### config.mk
export PLATFORM = sky130hd
export DESIGN_NAME = freelist_ctrl_flat
export DESIGN_NICKNAME = d
export VERILOG_FILES = /design/src/rtl/freelist_ctrl_pkg.sv /design/src/rtl/freelist_ctrl_if.sv /design/src/rtl/freelist_ctrl_free_queue.sv /design/src/rtl/freelist_ctrl.sv /design/src/flat_wrapper.sv
export SDC_FILE = /design/constraint.sdc
export NUM_CORES = 1
export LEC_CHECK = 0
export BUFFER_PORTS_ARGS = -buffer_cell sky130_fd_sc_hd__buf_2
export CORE_MARGIN = 2
export CORE_UTILIZATION = 45
export DETAILED_ROUTE_END_ITERATION = 6
export GPL_TIMING_DRIVEN = 0
export MAX_ROUTING_LAYER = met4
export PLACE_DENSITY = 0.73
export SYNTH_ARGS = -nofsm -noshare
export SYNTH_HDL_FRONTEND = slang
export SYNTH_SLANG_ARGS = --single-unit
### constraint.sdc
create_clock -name clk -period 2.85 [get_ports clk]
set_clock_uncertainty 0.05 [all_clocks]
set_input_delay 0.1425 -clock clk [delete_from_list [all_inputs] [get_ports clk]]
set_output_delay 0.1425 -clock clk [all_outputs]
set_load 0.05 [all_outputs]
### src/rtl/freelist_ctrl_pkg.sv
`default_nettype none
// ============================================================================
// Module      : freelist_ctrl_pkg
// Description : Shared sizes, types and FSM encoding for the freelist
//               sequencing controller.
// Revision    : 1.0 - initial release
// ============================================================================
package freelist_ctrl_pkg;

  localparam int NUM_PREGS         = 64;
  localparam int MAX_PREDICT_DEPTH = 4;
  localparam int PREG_W            = $clog2(NUM_PREGS);
  localparam int TAG_W             = $clog2(MAX_PREDICT_DEPTH + 1);

  typedef logic [PREG_W-1:0] preg_t;
  typedef logic [TAG_W-1:0]  btag_t;

  typedef enum logic [1:0] {
    IDLE   = 2'd0,
    SHOOT  = 2'd1,
    SETTLE = 2'd2
  } fsm_state_t;

  // Number of set bits in a 2-slot mask.
  function automatic logic [1:0] popcnt2(input logic [1:0] v);
    return {1'b0, v[0]} + {1'b0, v[1]};
  endfunction

endpackage
`default_nettype wire

### src/rtl/freelist_ctrl_if.sv
`default_nettype none
// ============================================================================
// Module      : freelist_ctrl_if
// Description : Rename, freelist, branch-resolution and retire signals of
//               the freelist controller. The slave side is the controller.
// Revision    : 1.0 - initial release
// ============================================================================
interface freelist_ctrl_if;
  import freelist_ctrl_pkg::*;

  // Rename group
  logic                ren_valid;
  logic                ren_ready;
  logic [1:0]          ren_need;
  logic [1:0]          ren_br;
  preg_t               ren_preg0;
  preg_t               ren_preg1;
  btag_t               ren_tag0;
  btag_t               ren_tag1;
  // Freelist
  logic [PREG_W:0]     fl_num_free;
  preg_t               fl_preg1;
  preg_t               fl_preg2;
  logic [1:0]          fl_alloc_cnt;
  btag_t               fl_tag1;
  btag_t               fl_tag2;
  logic                fl_shootdown;
  btag_t               fl_shoot_tag;
  logic                fl_free1;
  logic                fl_free2;
  preg_t               fl_free1_addr;
  preg_t               fl_free2_addr;
  // Branch resolution
  logic                mispredict_valid;
  btag_t               mispredict_tag;
  logic                br_commit;
  // Retire
  logic [1:0]          ret_valid;
  preg_t               ret_preg0;
  preg_t               ret_preg1;
  logic                ret_ready;
  // Status
  btag_t               depth;
  logic                busy;

  modport slave (
    input  ren_valid, ren_need, ren_br, fl_num_free, fl_preg1, fl_preg2,
           mispredict_valid, mispredict_tag, br_commit,
           ret_valid, ret_preg0, ret_preg1,
    output ren_ready, ren_preg0, ren_preg1, ren_tag0, ren_tag1,
           fl_alloc_cnt, fl_tag1, fl_tag2, fl_shootdown, fl_shoot_tag,
           fl_free1, fl_free2, fl_free1_addr, fl_free2_addr,
           ret_ready, depth, busy
  );

  modport master (
    output ren_valid, ren_need, ren_br, fl_num_free, fl_preg1, fl_preg2,
           mispredict_valid, mispredict_tag, br_commit,
           ret_valid, ret_preg0, ret_preg1,
    input  ren_ready, ren_preg0, ren_preg1, ren_tag0, ren_tag1,
           fl_alloc_cnt, fl_tag1, fl_tag2, fl_shootdown, fl_shoot_tag,
           fl_free1, fl_free2, fl_free1_addr, fl_free2_addr,
           ret_ready, depth, busy
  );

endinterface
`default_nettype wire

### src/rtl/freelist_ctrl_free_queue.sv
`default_nettype none
// ============================================================================
// Module      : freelist_ctrl_free_queue
// Description : 2-in / 2-out circular FIFO buffering retire-time frees.
//               Free strobes come from registered state only, so a pushed
//               entry is visible no earlier than the following cycle.
// Revision    : 1.0 - initial release
// ============================================================================
module freelist_ctrl_free_queue
  import freelist_ctrl_pkg::*;
#(
  parameter int DEPTH = 4
) (
  input  wire logic       clk,
  input  wire logic       reset,
  input  wire logic [1:0] push_valid_i,
  input  wire preg_t      push_preg0_i,
  input  wire preg_t      push_preg1_i,
  output logic            push_ready_o,
  input  wire logic       pop_en_i,
  output logic            free1_o,
  output logic            free2_o,
  output preg_t           free1_addr_o,
  output preg_t           free2_addr_o
);

  localparam int PTR_W = $clog2(DEPTH);
  localparam int CNT_W = $clog2(DEPTH + 1);
  localparam logic [CNT_W-1:0] C_DEPTH = CNT_W'(DEPTH);

  preg_t             mem_q [DEPTH];
  logic [PTR_W-1:0]  head_q;
  logic [PTR_W-1:0]  tail_q;
  logic [CNT_W-1:0]  count_q;

  logic              w_push0;
  logic              w_push1;
  logic [1:0]        w_npush;
  logic [1:0]        w_npop;

  // Handshake, push/pop counts and head-of-queue strobes.
  always_comb begin
    push_ready_o = (C_DEPTH - count_q) >= CNT_W'(2);
    w_push0      = push_ready_o & push_valid_i[0];
    w_push1      = push_ready_o & push_valid_i[1];
    w_npush      = {1'b0, w_push0} + {1'b0, w_push1};
    free1_o      = pop_en_i & (count_q >= CNT_W'(1));
    free2_o      = pop_en_i & (count_q >= CNT_W'(2));
    w_npop       = {1'b0, free1_o} + {1'b0, free2_o};
    free1_addr_o = free1_o ? mem_q[head_q] : '0;
    free2_addr_o = free2_o ? mem_q[head_q + PTR_W'(1)] : '0;
  end

  // Storage: slot 1 lands behind slot 0 only when slot 0 also pushed.
  always_ff @(posedge clk) begin
    if (w_push0) mem_q[tail_q] <= push_preg0_i;
    if (w_push1) mem_q[tail_q + PTR_W'(w_push0)] <= push_preg1_i;
  end

  // Pointers wrap naturally because DEPTH is a power of two.
  always_ff @(posedge clk) begin
    if (reset) begin
      head_q  <= '0;
      tail_q  <= '0;
      count_q <= '0;
    end else begin
      tail_q  <= tail_q + PTR_W'(w_npush);
      head_q  <= head_q + PTR_W'(w_npop);
      count_q <= count_q + CNT_W'(w_npush) - CNT_W'(w_npop);
    end
  end

endmodule
`default_nettype wire

### src/rtl/freelist_ctrl.sv
`default_nettype none
// ============================================================================
// Module      : freelist_ctrl
// Description : Sequencing controller in front of the physical-register
//               freelist: 2-wide rename allocation, branch tagging,
//               mispredict shootdown and buffered retire frees.
// Revision    : 1.0 - initial release
// ============================================================================
module freelist_ctrl
  import freelist_ctrl_pkg::*;
#(
  parameter int FREE_Q_DEPTH = 4
) (
  input  wire logic       clk,
  input  wire logic       reset,
  freelist_ctrl_if.slave  bus
);

  fsm_state_t      state_q, state_d;
  btag_t           depth_q, depth_d;
  btag_t           shoot_tag_q, shoot_tag_d;

  logic [1:0]      w_nbr;
  logic [1:0]      w_nneed;
  logic [TAG_W:0]  w_depth_sum;
  logic            w_accept;
  logic            w_commit_dec;
  logic            w_restart;
  btag_t           w_tag0;
  btag_t           w_tag1;

  // Rename handshake and allocation mapping; everything zero when no accept.
  always_comb begin
    w_nbr        = popcnt2(bus.ren_br);
    w_nneed      = popcnt2(bus.ren_need);
    w_depth_sum  = {1'b0, depth_q} + (TAG_W+1)'(w_nbr);
    bus.ren_ready = (state_q == IDLE) & ~bus.mispredict_valid
                  & ((PREG_W+1)'(w_nneed) <= bus.fl_num_free)
                  & (w_depth_sum <= (TAG_W+1)'(MAX_PREDICT_DEPTH));
    w_accept     = bus.ren_valid & bus.ren_ready & ~reset;
    w_tag0       = depth_q;
    w_tag1       = depth_q + btag_t'(bus.ren_br[0]);

    bus.fl_alloc_cnt = '0;
    bus.ren_preg0    = '0;
    bus.ren_preg1    = '0;
    bus.ren_tag0     = '0;
    bus.ren_tag1     = '0;
    bus.fl_tag1      = '0;
    bus.fl_tag2      = '0;
    if (w_accept) begin
      bus.fl_alloc_cnt = w_nneed;
      bus.ren_tag0     = w_tag0;
      bus.ren_tag1     = w_tag1;
      if (bus.ren_need[0]) bus.ren_preg0 = bus.fl_preg1;
      if (bus.ren_need[1]) bus.ren_preg1 = bus.ren_need[0] ? bus.fl_preg2 : bus.fl_preg1;
      if (bus.ren_need[0])      bus.fl_tag1 = w_tag0;
      else if (bus.ren_need[1]) bus.fl_tag1 = w_tag1;
      if (bus.ren_need == 2'b11) bus.fl_tag2 = w_tag1;
    end
  end

  // Recovery FSM and speculative depth: a mispredict overrides the normal
  // accept/commit update of depth.
  always_comb begin
    state_d      = state_q;
    shoot_tag_d  = shoot_tag_q;
    w_commit_dec = bus.br_commit & (depth_q != '0);
    depth_d      = depth_q + (w_accept ? btag_t'(w_nbr) : '0) - btag_t'(w_commit_dec);
    // Only an older (smaller-tag) mispredict can restart an ongoing recovery.
    w_restart    = bus.mispredict_valid & (bus.mispredict_tag < shoot_tag_q);
    case (state_q)
      IDLE: begin
        if (bus.mispredict_valid) begin
          shoot_tag_d = bus.mispredict_tag;
          depth_d     = bus.mispredict_tag - btag_t'(1);
          state_d     = SHOOT;
        end
      end
      SHOOT, SETTLE: begin
        state_d = (state_q == SHOOT) ? SETTLE : IDLE;
        if (w_restart) begin
          shoot_tag_d = bus.mispredict_tag;
          depth_d     = bus.mispredict_tag - btag_t'(1);
          state_d     = SHOOT;
        end
      end
      default: state_d = IDLE;
    endcase
    bus.fl_shootdown = (state_q == SHOOT);
    bus.fl_shoot_tag = (state_q == SHOOT) ? shoot_tag_q : '0;
    bus.busy         = (state_q != IDLE);
    bus.depth        = depth_q;
  end

  // State, depth and latched shootdown tag registers; reset abandons recovery.
  always_ff @(posedge clk) begin
    if (reset) begin
      state_q     <= IDLE;
      depth_q     <= '0;
      shoot_tag_q <= '0;
    end else begin
      state_q     <= state_d;
      depth_q     <= depth_d;
      shoot_tag_q <= shoot_tag_d;
    end
  end

  // Frees are held off during SHOOT so they never coincide with the shootdown.
  freelist_ctrl_free_queue #(
    .DEPTH (FREE_Q_DEPTH)
  ) u_free_queue (
    .clk          (clk),
    .reset        (reset),
    .push_valid_i (bus.ret_valid),
    .push_preg0_i (bus.ret_preg0),
    .push_preg1_i (bus.ret_preg1),
    .push_ready_o (bus.ret_ready),
    .pop_en_i     (state_q != SHOOT),
    .free1_o      (bus.fl_free1),
    .free2_o      (bus.fl_free2),
    .free1_addr_o (bus.fl_free1_addr),
    .free2_addr_o (bus.fl_free2_addr)
  );

endmodule
`default_nettype wire

### src/flat_wrapper.sv
// flat-port wrapper written by rule: the top's interface ports become plain ports
module freelist_ctrl_flat import freelist_ctrl_pkg::*;
#(
  parameter int FREE_Q_DEPTH = 4
)
  (clk, reset, bus_ren_valid, bus_ren_need, bus_ren_br, bus_fl_num_free, bus_fl_preg1, bus_fl_preg2, bus_mispredict_valid, bus_mispredict_tag, bus_br_commit, bus_ret_valid, bus_ret_preg0, bus_ret_preg1, bus_ren_ready, bus_ren_preg0, bus_ren_preg1, bus_ren_tag0, bus_ren_tag1, bus_fl_alloc_cnt, bus_fl_tag1, bus_fl_tag2, bus_fl_shootdown, bus_fl_shoot_tag, bus_fl_free1, bus_fl_free2, bus_fl_free1_addr, bus_fl_free2_addr, bus_ret_ready, bus_depth, bus_busy);
  freelist_ctrl_if bus_i ();
  input  wire logic clk;
  input  wire logic reset;
  input wire logic [$bits(bus_i.ren_valid)-1:0] bus_ren_valid;
  input wire logic [$bits(bus_i.ren_need)-1:0] bus_ren_need;
  input wire logic [$bits(bus_i.ren_br)-1:0] bus_ren_br;
  input wire logic [$bits(bus_i.fl_num_free)-1:0] bus_fl_num_free;
  input wire logic [$bits(bus_i.fl_preg1)-1:0] bus_fl_preg1;
  input wire logic [$bits(bus_i.fl_preg2)-1:0] bus_fl_preg2;
  input wire logic [$bits(bus_i.mispredict_valid)-1:0] bus_mispredict_valid;
  input wire logic [$bits(bus_i.mispredict_tag)-1:0] bus_mispredict_tag;
  input wire logic [$bits(bus_i.br_commit)-1:0] bus_br_commit;
  input wire logic [$bits(bus_i.ret_valid)-1:0] bus_ret_valid;
  input wire logic [$bits(bus_i.ret_preg0)-1:0] bus_ret_preg0;
  input wire logic [$bits(bus_i.ret_preg1)-1:0] bus_ret_preg1;
  output wire logic [$bits(bus_i.ren_ready)-1:0] bus_ren_ready;
  output wire logic [$bits(bus_i.ren_preg0)-1:0] bus_ren_preg0;
  output wire logic [$bits(bus_i.ren_preg1)-1:0] bus_ren_preg1;
  output wire logic [$bits(bus_i.ren_tag0)-1:0] bus_ren_tag0;
  output wire logic [$bits(bus_i.ren_tag1)-1:0] bus_ren_tag1;
  output wire logic [$bits(bus_i.fl_alloc_cnt)-1:0] bus_fl_alloc_cnt;
  output wire logic [$bits(bus_i.fl_tag1)-1:0] bus_fl_tag1;
  output wire logic [$bits(bus_i.fl_tag2)-1:0] bus_fl_tag2;
  output wire logic [$bits(bus_i.fl_shootdown)-1:0] bus_fl_shootdown;
  output wire logic [$bits(bus_i.fl_shoot_tag)-1:0] bus_fl_shoot_tag;
  output wire logic [$bits(bus_i.fl_free1)-1:0] bus_fl_free1;
  output wire logic [$bits(bus_i.fl_free2)-1:0] bus_fl_free2;
  output wire logic [$bits(bus_i.fl_free1_addr)-1:0] bus_fl_free1_addr;
  output wire logic [$bits(bus_i.fl_free2_addr)-1:0] bus_fl_free2_addr;
  output wire logic [$bits(bus_i.ret_ready)-1:0] bus_ret_ready;
  output wire logic [$bits(bus_i.depth)-1:0] bus_depth;
  output wire logic [$bits(bus_i.busy)-1:0] bus_busy;
  assign bus_i.ren_valid = bus_ren_valid;
  assign bus_i.ren_need = bus_ren_need;
  assign bus_i.ren_br = bus_ren_br;
  assign bus_i.fl_num_free = bus_fl_num_free;
  assign bus_i.fl_preg1 = bus_fl_preg1;
  assign bus_i.fl_preg2 = bus_fl_preg2;
  assign bus_i.mispredict_valid = bus_mispredict_valid;
  assign bus_i.mispredict_tag = bus_mispredict_tag;
  assign bus_i.br_commit = bus_br_commit;
  assign bus_i.ret_valid = bus_ret_valid;
  assign bus_i.ret_preg0 = bus_ret_preg0;
  assign bus_i.ret_preg1 = bus_ret_preg1;
  assign bus_ren_ready = bus_i.ren_ready;
  assign bus_ren_preg0 = bus_i.ren_preg0;
  assign bus_ren_preg1 = bus_i.ren_preg1;
  assign bus_ren_tag0 = bus_i.ren_tag0;
  assign bus_ren_tag1 = bus_i.ren_tag1;
  assign bus_fl_alloc_cnt = bus_i.fl_alloc_cnt;
  assign bus_fl_tag1 = bus_i.fl_tag1;
  assign bus_fl_tag2 = bus_i.fl_tag2;
  assign bus_fl_shootdown = bus_i.fl_shootdown;
  assign bus_fl_shoot_tag = bus_i.fl_shoot_tag;
  assign bus_fl_free1 = bus_i.fl_free1;
  assign bus_fl_free2 = bus_i.fl_free2;
  assign bus_fl_free1_addr = bus_i.fl_free1_addr;
  assign bus_fl_free2_addr = bus_i.fl_free2_addr;
  assign bus_ret_ready = bus_i.ret_ready;
  assign bus_depth = bus_i.depth;
  assign bus_busy = bus_i.busy;
  freelist_ctrl #(.FREE_Q_DEPTH(FREE_Q_DEPTH)) u_core (.clk(clk), .reset(reset), .bus(bus_i));
endmodule
# Yosys cells after proc, flatten, opt, wreduce, memory -nomap -nowiden

Memory sizes are Yosys's and may differ from the RTL's. A register that Yosys moved wholly into a read port is not among the register bits.
Cells that the tools add are included.

Memories: 1
Register bits after elaboration: 15
RAM bits: 24

Equal/unequal tests: 6
Bitwise logic cells: 13
Mux-type cells: 32
Order comparisons: 6
Add/subtract/negate cells: 16
Reductions and logical operators: 6

Memories:

| memory                    | words | bits a word | rd ports | clocked after memory_dff | write ports | line                           | source |
|---|---|---|---|---|---|---|---|
| u_core.u_free_queue.mem_q | 4     | 6           | 2        | 1                        | 2           | freelist_ctrl_free_queue.sv:31 | `preg_t mem_q [DEPTH];` |

Operators by type and width:

| operator                                                                             | count |
|---|---|
| 6-bit 2-to-1 mux                                                                     | 7 |
| 3-bit 2-to-1 mux                                                                     | 12 |
| 2-bit 2-to-1 mux                                                                     | 6 |
| 3-bit case mux with 2 select lines                                                   | 2 |
| 1-bit AND                                                                            | 11 |
| 1-bit by 1-bit adder with 2-bit output                                               | 4 |
| 2-bit by 7-bit less-or-equal comparator with 1-bit output                            | 1 |
| 3-bit by 2-bit greater-or-equal comparator with 1-bit output (second input constant) | 2 |
| 2-bit adder                                                                          | 2 |
| 3-bit by 2-bit adder with 4-bit output                                               | 1 |
| 2-bit == test (second input constant)                                                | 2 |
| 4-bit by 3-bit less-or-equal comparator with 1-bit output (second input constant)    | 1 |
| 1-bit 2-to-1 mux                                                                     | 4 |
| 2-bit by 1-bit != test with 1-bit output (second input constant)                     | 2 |
| 2-bit case mux with 2 select lines                                                   | 1 |
| 2-bit nonzero test                                                                   | 2 |
| 3-bit by 1-bit adder with 3-bit output                                               | 1 |
| 3-bit by 2-bit adder with 3-bit output                                               | 1 |
| 3-bit adder                                                                          | 1 |
| 3-bit by 1-bit greater-or-equal comparator with 1-bit output (second input constant) | 1 |
| 3-bit < comparator                                                                   | 1 |
| 3-bit AND reduction                                                                  | 1 |
| 3-bit nonzero test                                                                   | 1 |
| 3-bit by 1-bit subtractor with 3-bit output                                          | 1 |
| other kinds (10)                                                                     | 11 |

# Logic depth before layout (Yosys ltp)

Depth in word-level cells: 11
Gate-level depth with buffers: 16
Depth with buffers taken out: 15

# By module

Synthesis repeated with hierarchy kept, for this count alone.

Cells, all modules: 288
Area total of the unflattened synthesis: 3,223.1 um^2

By module, submodules not included:

| module                   | sequential area each (um^2) | area each (um^2) | cells an instance | times used |
|---|---|---|---|---|
| freelist_ctrl_free_queue | 860.8                       | 1,969.4          | 135               | 1 |
| freelist_ctrl            | 160.2                       | 1,253.7          | 153               | 1 |

# Worst setup path after synthesis

OpenSTA, ideal clock, no wires.

Path kind: register to register
Start point: register u_core.depth_q[0], in the netlist u_core.bus.depth[0]
End point: register u_core.depth_q[2], in the netlist u_core.bus.depth[2]
Data arrival time: 3.432 ns
Library setup time: 0.092 ns
Clock period less this slack: 3.574 ns
Setup slack: -0.724 ns
Cell stages (with the launch flop): 15
Cell sequence: dfxtp_1 > ha_1 > inv_1 > fa_1 > xnor2_1 > a21oi_1 > and3_1 > buf_2 > nand3_1 > ha_1 > inv_1 > fa_1 > xnor2_1 > xnor2_1 > o32ai_1

Cells in the longest elaborated chain, start to end: 10
Elaborated cells on any way between the ends: 13

Ends and longest elaborated chain:

| what                                                          | line                                     | source |
|---|---|---|
| start: declaration                                            | freelist_ctrl.sv:20                      | `btag_t depth_q, depth_d;` |
| start signal: assignment                                      | freelist_ctrl.sv:104                     | `depth_q <= depth_d;` |
| 3-bit by 2-bit adder with 4-bit output (*)                    | freelist_ctrl.sv:36                      | `w_depth_sum = {1'b0, depth_q} + (TAG_W+1)'(w_nbr);` |
| 4-bit by 3-bit less-or-equal comparator with 1-bit output (*) | freelist_ctrl.sv:39                      | `& (w_depth_sum <= (TAG_W+1)'(MAX_PREDICT_DEPTH));` |
| 1-bit AND (*)                                                 | freelist_ctrl.sv:39                      |  |
| net bus_ren_ready                                             | flat_wrapper.sv:22                       | `output wire logic [$bits(bus_i.ren_ready)-1:0] bus_ren_ready;` |
| 1-bit AND (*) (2 in series)                                   | freelist_ctrl.sv:40                      | `w_accept = bus.ren_valid & bus.ren_ready & ~reset;` |
| 2-bit 2-to-1 mux (*)                                          | freelist_ctrl.sv:69                      | `depth_d = depth_q + (w_accept ? btag_t'(w_nbr) : '0) - btag_t'(w_commit_dec);` |
| 3-bit adder (*)                                               | freelist_ctrl.sv:69                      |  |
| 3-bit by 1-bit subtractor with 3-bit output (*)               | freelist_ctrl.sv:69                      |  |
| 3-bit 2-to-1 mux, on equally long branches                    | freelist_ctrl.sv:82, freelist_ctrl.sv:74 |  |
| 3-bit case mux with 2 select lines (*)                        | freelist_ctrl.sv:72                      | `case (state_q)` |

Mark *: on every way through the listed nets, which the timed path passes. The rest lies on a longest branch.
A chain may end at the register's enable or synchronous reset.

# Worst setup path in the final report

Start point: register u_core.depth_q[1], in the netlist u_core.bus.depth[1]
End point: register u_core.depth_q[2], in the netlist u_core.bus.depth[2]

Cells in the longest elaborated chain, start to end: 10
Elaborated cells on any way between the ends: 13

Ends and longest elaborated chain:

| what                                                      | line |
|---|---|
| 3-bit by 2-bit adder with 4-bit output                    | freelist_ctrl.sv:36 |
| 4-bit by 3-bit less-or-equal comparator with 1-bit output | freelist_ctrl.sv:39 |
| 1-bit AND                                                 | freelist_ctrl.sv:39 |
| 1-bit AND (2 in series)                                   | freelist_ctrl.sv:40 |
| 2-bit 2-to-1 mux                                          | freelist_ctrl.sv:69 |
| 3-bit adder                                               | freelist_ctrl.sv:69 |
| 3-bit by 1-bit subtractor with 3-bit output (*)           | freelist_ctrl.sv:69 |
| 3-bit 2-to-1 mux, on equally long branches                | freelist_ctrl.sv:82, freelist_ctrl.sv:74 |
| 3-bit case mux with 2 select lines (*)                    | freelist_ctrl.sv:72 |

Mark *: on every way between the ends. The rest lies on a longest branch, timed or not.

==> results.cfg <==
[outcome]
outcome = finished with violations
failed_checks = setup timing

[synth]
synthCells = 301
yosysTopAreaCell = edfxtp_1
synth_cell_type_count = 50
yosysSeqAreaShare_pct = 32.3
ys.flop_type = edfxtp_1
synth_seq_cells = 39
synth.area.top_cells = edfxtp_1 (23%), ha_1 (11%), dfxtp_1 (9.5%), mux2_2 (8.5%), mux4_2 (8.5%)
synthesis.yosys.warnings = 0
synth_edf_count = 24
yosysTopAreaCellShare_pct = 22.8
avgSynthCellArea_sq_um = 10.5
synth_fp_nets = 377
async_reset_ff_share_pct = 0
syn_area_sq_um = 3160

[setup_path]
crit_family = adder cells
crit_chain = inv_1 -> fa_2 -> nand2b_1 -> a21oi_2 -> and3_1 -> buf_6 -> nand3_4 -> ha_4 -> inv_2 -> fa_2 -> xnor2_2 -> xnor2_1 -> o32ai_1
path_buf_inv = 3
endpoint_kind = register
reg2reg_to = u_core.bus.depth[2]
rr_worst_depth = 13
r2r_slack_ns = -0.03
crit_type = register to register
crit_top_cell = fa_2
max_stage_delay_ns = 0.59
crit_fanout = 4
crit_path_start_kind = register
critPathSlowestCell = fa_2
timing.rr.start = u_core.bus.depth[1]
required_ns = 3.01
cp.arrival_ns = 3.03

[die]
io_pins = 95
initial_core_util_pct = 46.6
die-area_sq_um = 7720
dieHeight_microns = 87.9
fp.dieW_microns = 87.9
placementRows = 30
core-area_sq_um = 6790

[layout]
multi_input_area_sq_um = 2170
syn2layout_area_growth_pct = 34.0
nets = 494
layout_commonest_cell = buf_2
layout.area.seq_sq_um = 1040
final_cells = 515
fillerInstances = 569
drive_above_1_share_pct = 50.6
antenna_cells = 0
layout_common_cells = buf_2 (82), buf_4 (25)

[routing]
drt_pass1_iterations = 4
wl_microns = 7900
drtIter0Drc = 94
vias = 2680
drt-wirelength-per-cell_microns = 15.3
drcViolationCount = 0
drt-vias-per-instance = 5.20
ant_nets = 0

[power_and_ir_drop]
total_power_mw = 4.34
leakagePower_nw = 1.84
p_per_area_nw_per_um2 = 1020
ir_drop_mv = 0.399

[clock_tree]
clk_pin_slew_ns = 0.08
cts_num_sinks = 39
cts_hold_buf = 0
ctsHtreeMaxLevel = 2
cts_buffers = 5
clk_latency_ns = 0.29
clock_path_buffers = 2
cts_tree = built
root_buffer = clkbuf_8

[global_route]
grt_start_max_net_pins = 13
grt_usage_pct = 21.5
first_global_vias = 2634
grt_pass1_wl_microns = 12500
antenna_found_initial = 0
overflow = 0

[timing]
fin_ws_ns = -0.0290
rsz0062_at_grt = true
setup_viol = 1
tightest_slew_ns = 0.571
max-slew-margin-rel_pct = 61.7
finalSetupTns_ns = -0.0290
final_max_slew_viol_count = 0
fmax_mhz = 347
hold_violations = 0
fin_crit_ns = 2.88
post-route-period-util_pct = 101

[hold_path]
hp-start = bus_mispredict_tag[0]
hold_depth = 2
hold_path_end = u_core.bus.depth[0]
min_path_type = input port to register

[placement]
gp_congestion = 0.856
hpwl_microns = 5690
numPortBuffers = 92
dp_cells = 489

[job]
maxCapViolations = 0
-- through the flow --
step | utilization (%) | setup WS (ns) | cell area (sq um) | hold WS [ns]
finish | 62.4 | -0.0290 | 4240 | 0.0394
global route | 62.4 | -0.169 | 4240 | 0.0517
CTS | 59.9 | -0.0208 | 4070 | 0.0285
detailed placement | 56.5 | -0.293 | 3840 | 0.347
global placement | 56.5 | -0.269 | 3840 | 0.364
floorplan | - | -0.143 | 3260 | 0.181
-- report_power, final --
group | switching, mW | internal, mW
combinational | 1.73 | 1.23
sequential | 0.154 | 0.857
clock | 0.198 | 0.171
-- logic make-up after synthesis --
family	synth area share, %
adders and majority gates	13.2
buffers and inverters	6.17
and+or+nand+nor	18.1
AOI/OAI and AO/OA	7.43
xor gates and xnor gates	3.88
DFF	32.3
muxes	19.0
-- cell usage after synthesis, types with 4 or more instances --
master	count
nand3_1	7
o21ai_0	4
ha_1	27
inv_1	34
nor3b_1	5
xor2_1	6
nor2_1	24
mux2i_1	6
mux4_2	12
edfxtp_1	24
nand2_1	18
clkbuf_1	5
and3_1	5
nor2b_1	18
a21oi_1	5
dfxtp_1	15
xnor2_1	8
fa_1	4
a22oi_1	5
mux2_2	24
-- layer usage --
layer  vias up  share of wire [%]  track usage (%)
met5         -                  0                -
met4         0                1.3             6.29
met3         8                4.8             3.20
met2        83                 51             36.3
met1      1275                 42             26.7
li1       1314                  -                -
-- worst register-to-register path, stage by stage, from the launching register on --
cell	delay, ns
dfxtp_4	0.35
inv_1	0.11
fa_2	0.59
nand2b_1	0.07
a21oi_2	0.15
and3_1	0.18
buf_6	0.11
nand3_4	0.06
ha_4	0.28
inv_2	0.03
fa_2	0.34
xnor2_2	0.14
xnor2_1	0.12
o32ai_1	0.20
-- state kept, by name, indices dropped and copies added (netlist names) --
register	count
u_core.shoot_tag_q	3
u_core.u_free_queue.mem_q	24
u_core.u_free_queue.head_q	2
u_core.bus.depth	3
u_core.u_free_queue.count_q	3
u_core.state_q	2
u_core.u_free_queue.tail_q	2
-- layout make-up --
cell class / count / area share, %
buffer: 11 / 1.53
clock buffer: 6 / 1.71
timing repair buffer: 111 / 14.9
clock inverter: 2 / 0.295
multi-input combinational: 216 / 51.1
sequential: 39 / 24.5
tap: 96 / 2.83
inverter: 34 / 3.22
-- what timing repair did --
item | CTS | global route
pin swaps | 3 | 7
endpoints found under the setup margin | 50 | 28
buffers inserted | 11 | 8
gates resized for setup | 18 | 34
-- worst max-delay path by stage --
stage | startpoint | to | slack [ns] | cells past startpoint
floorplan | u_core.bus.depth[0] | bus_ren_preg1[1] | -0.14 | 8
global placement | bus_ren_br[0] | u_core.bus.depth[2] | -0.27 | 16
detailed placement | u_core.u_free_queue.count_q[1] | u_core.u_free_queue.mem_q[3][4] | -0.29 | 11
CTS | u_core.bus.depth[0] | u_core.bus.depth[2] | -0.02 | 14
global route | u_core.bus.depth[1] | u_core.bus.depth[2] | -0.17 | 13
finish | u_core.bus.depth[1] | u_core.bus.depth[2] | -0.03 | 13
Note: power is estimated with default switching activity, not from simulation.
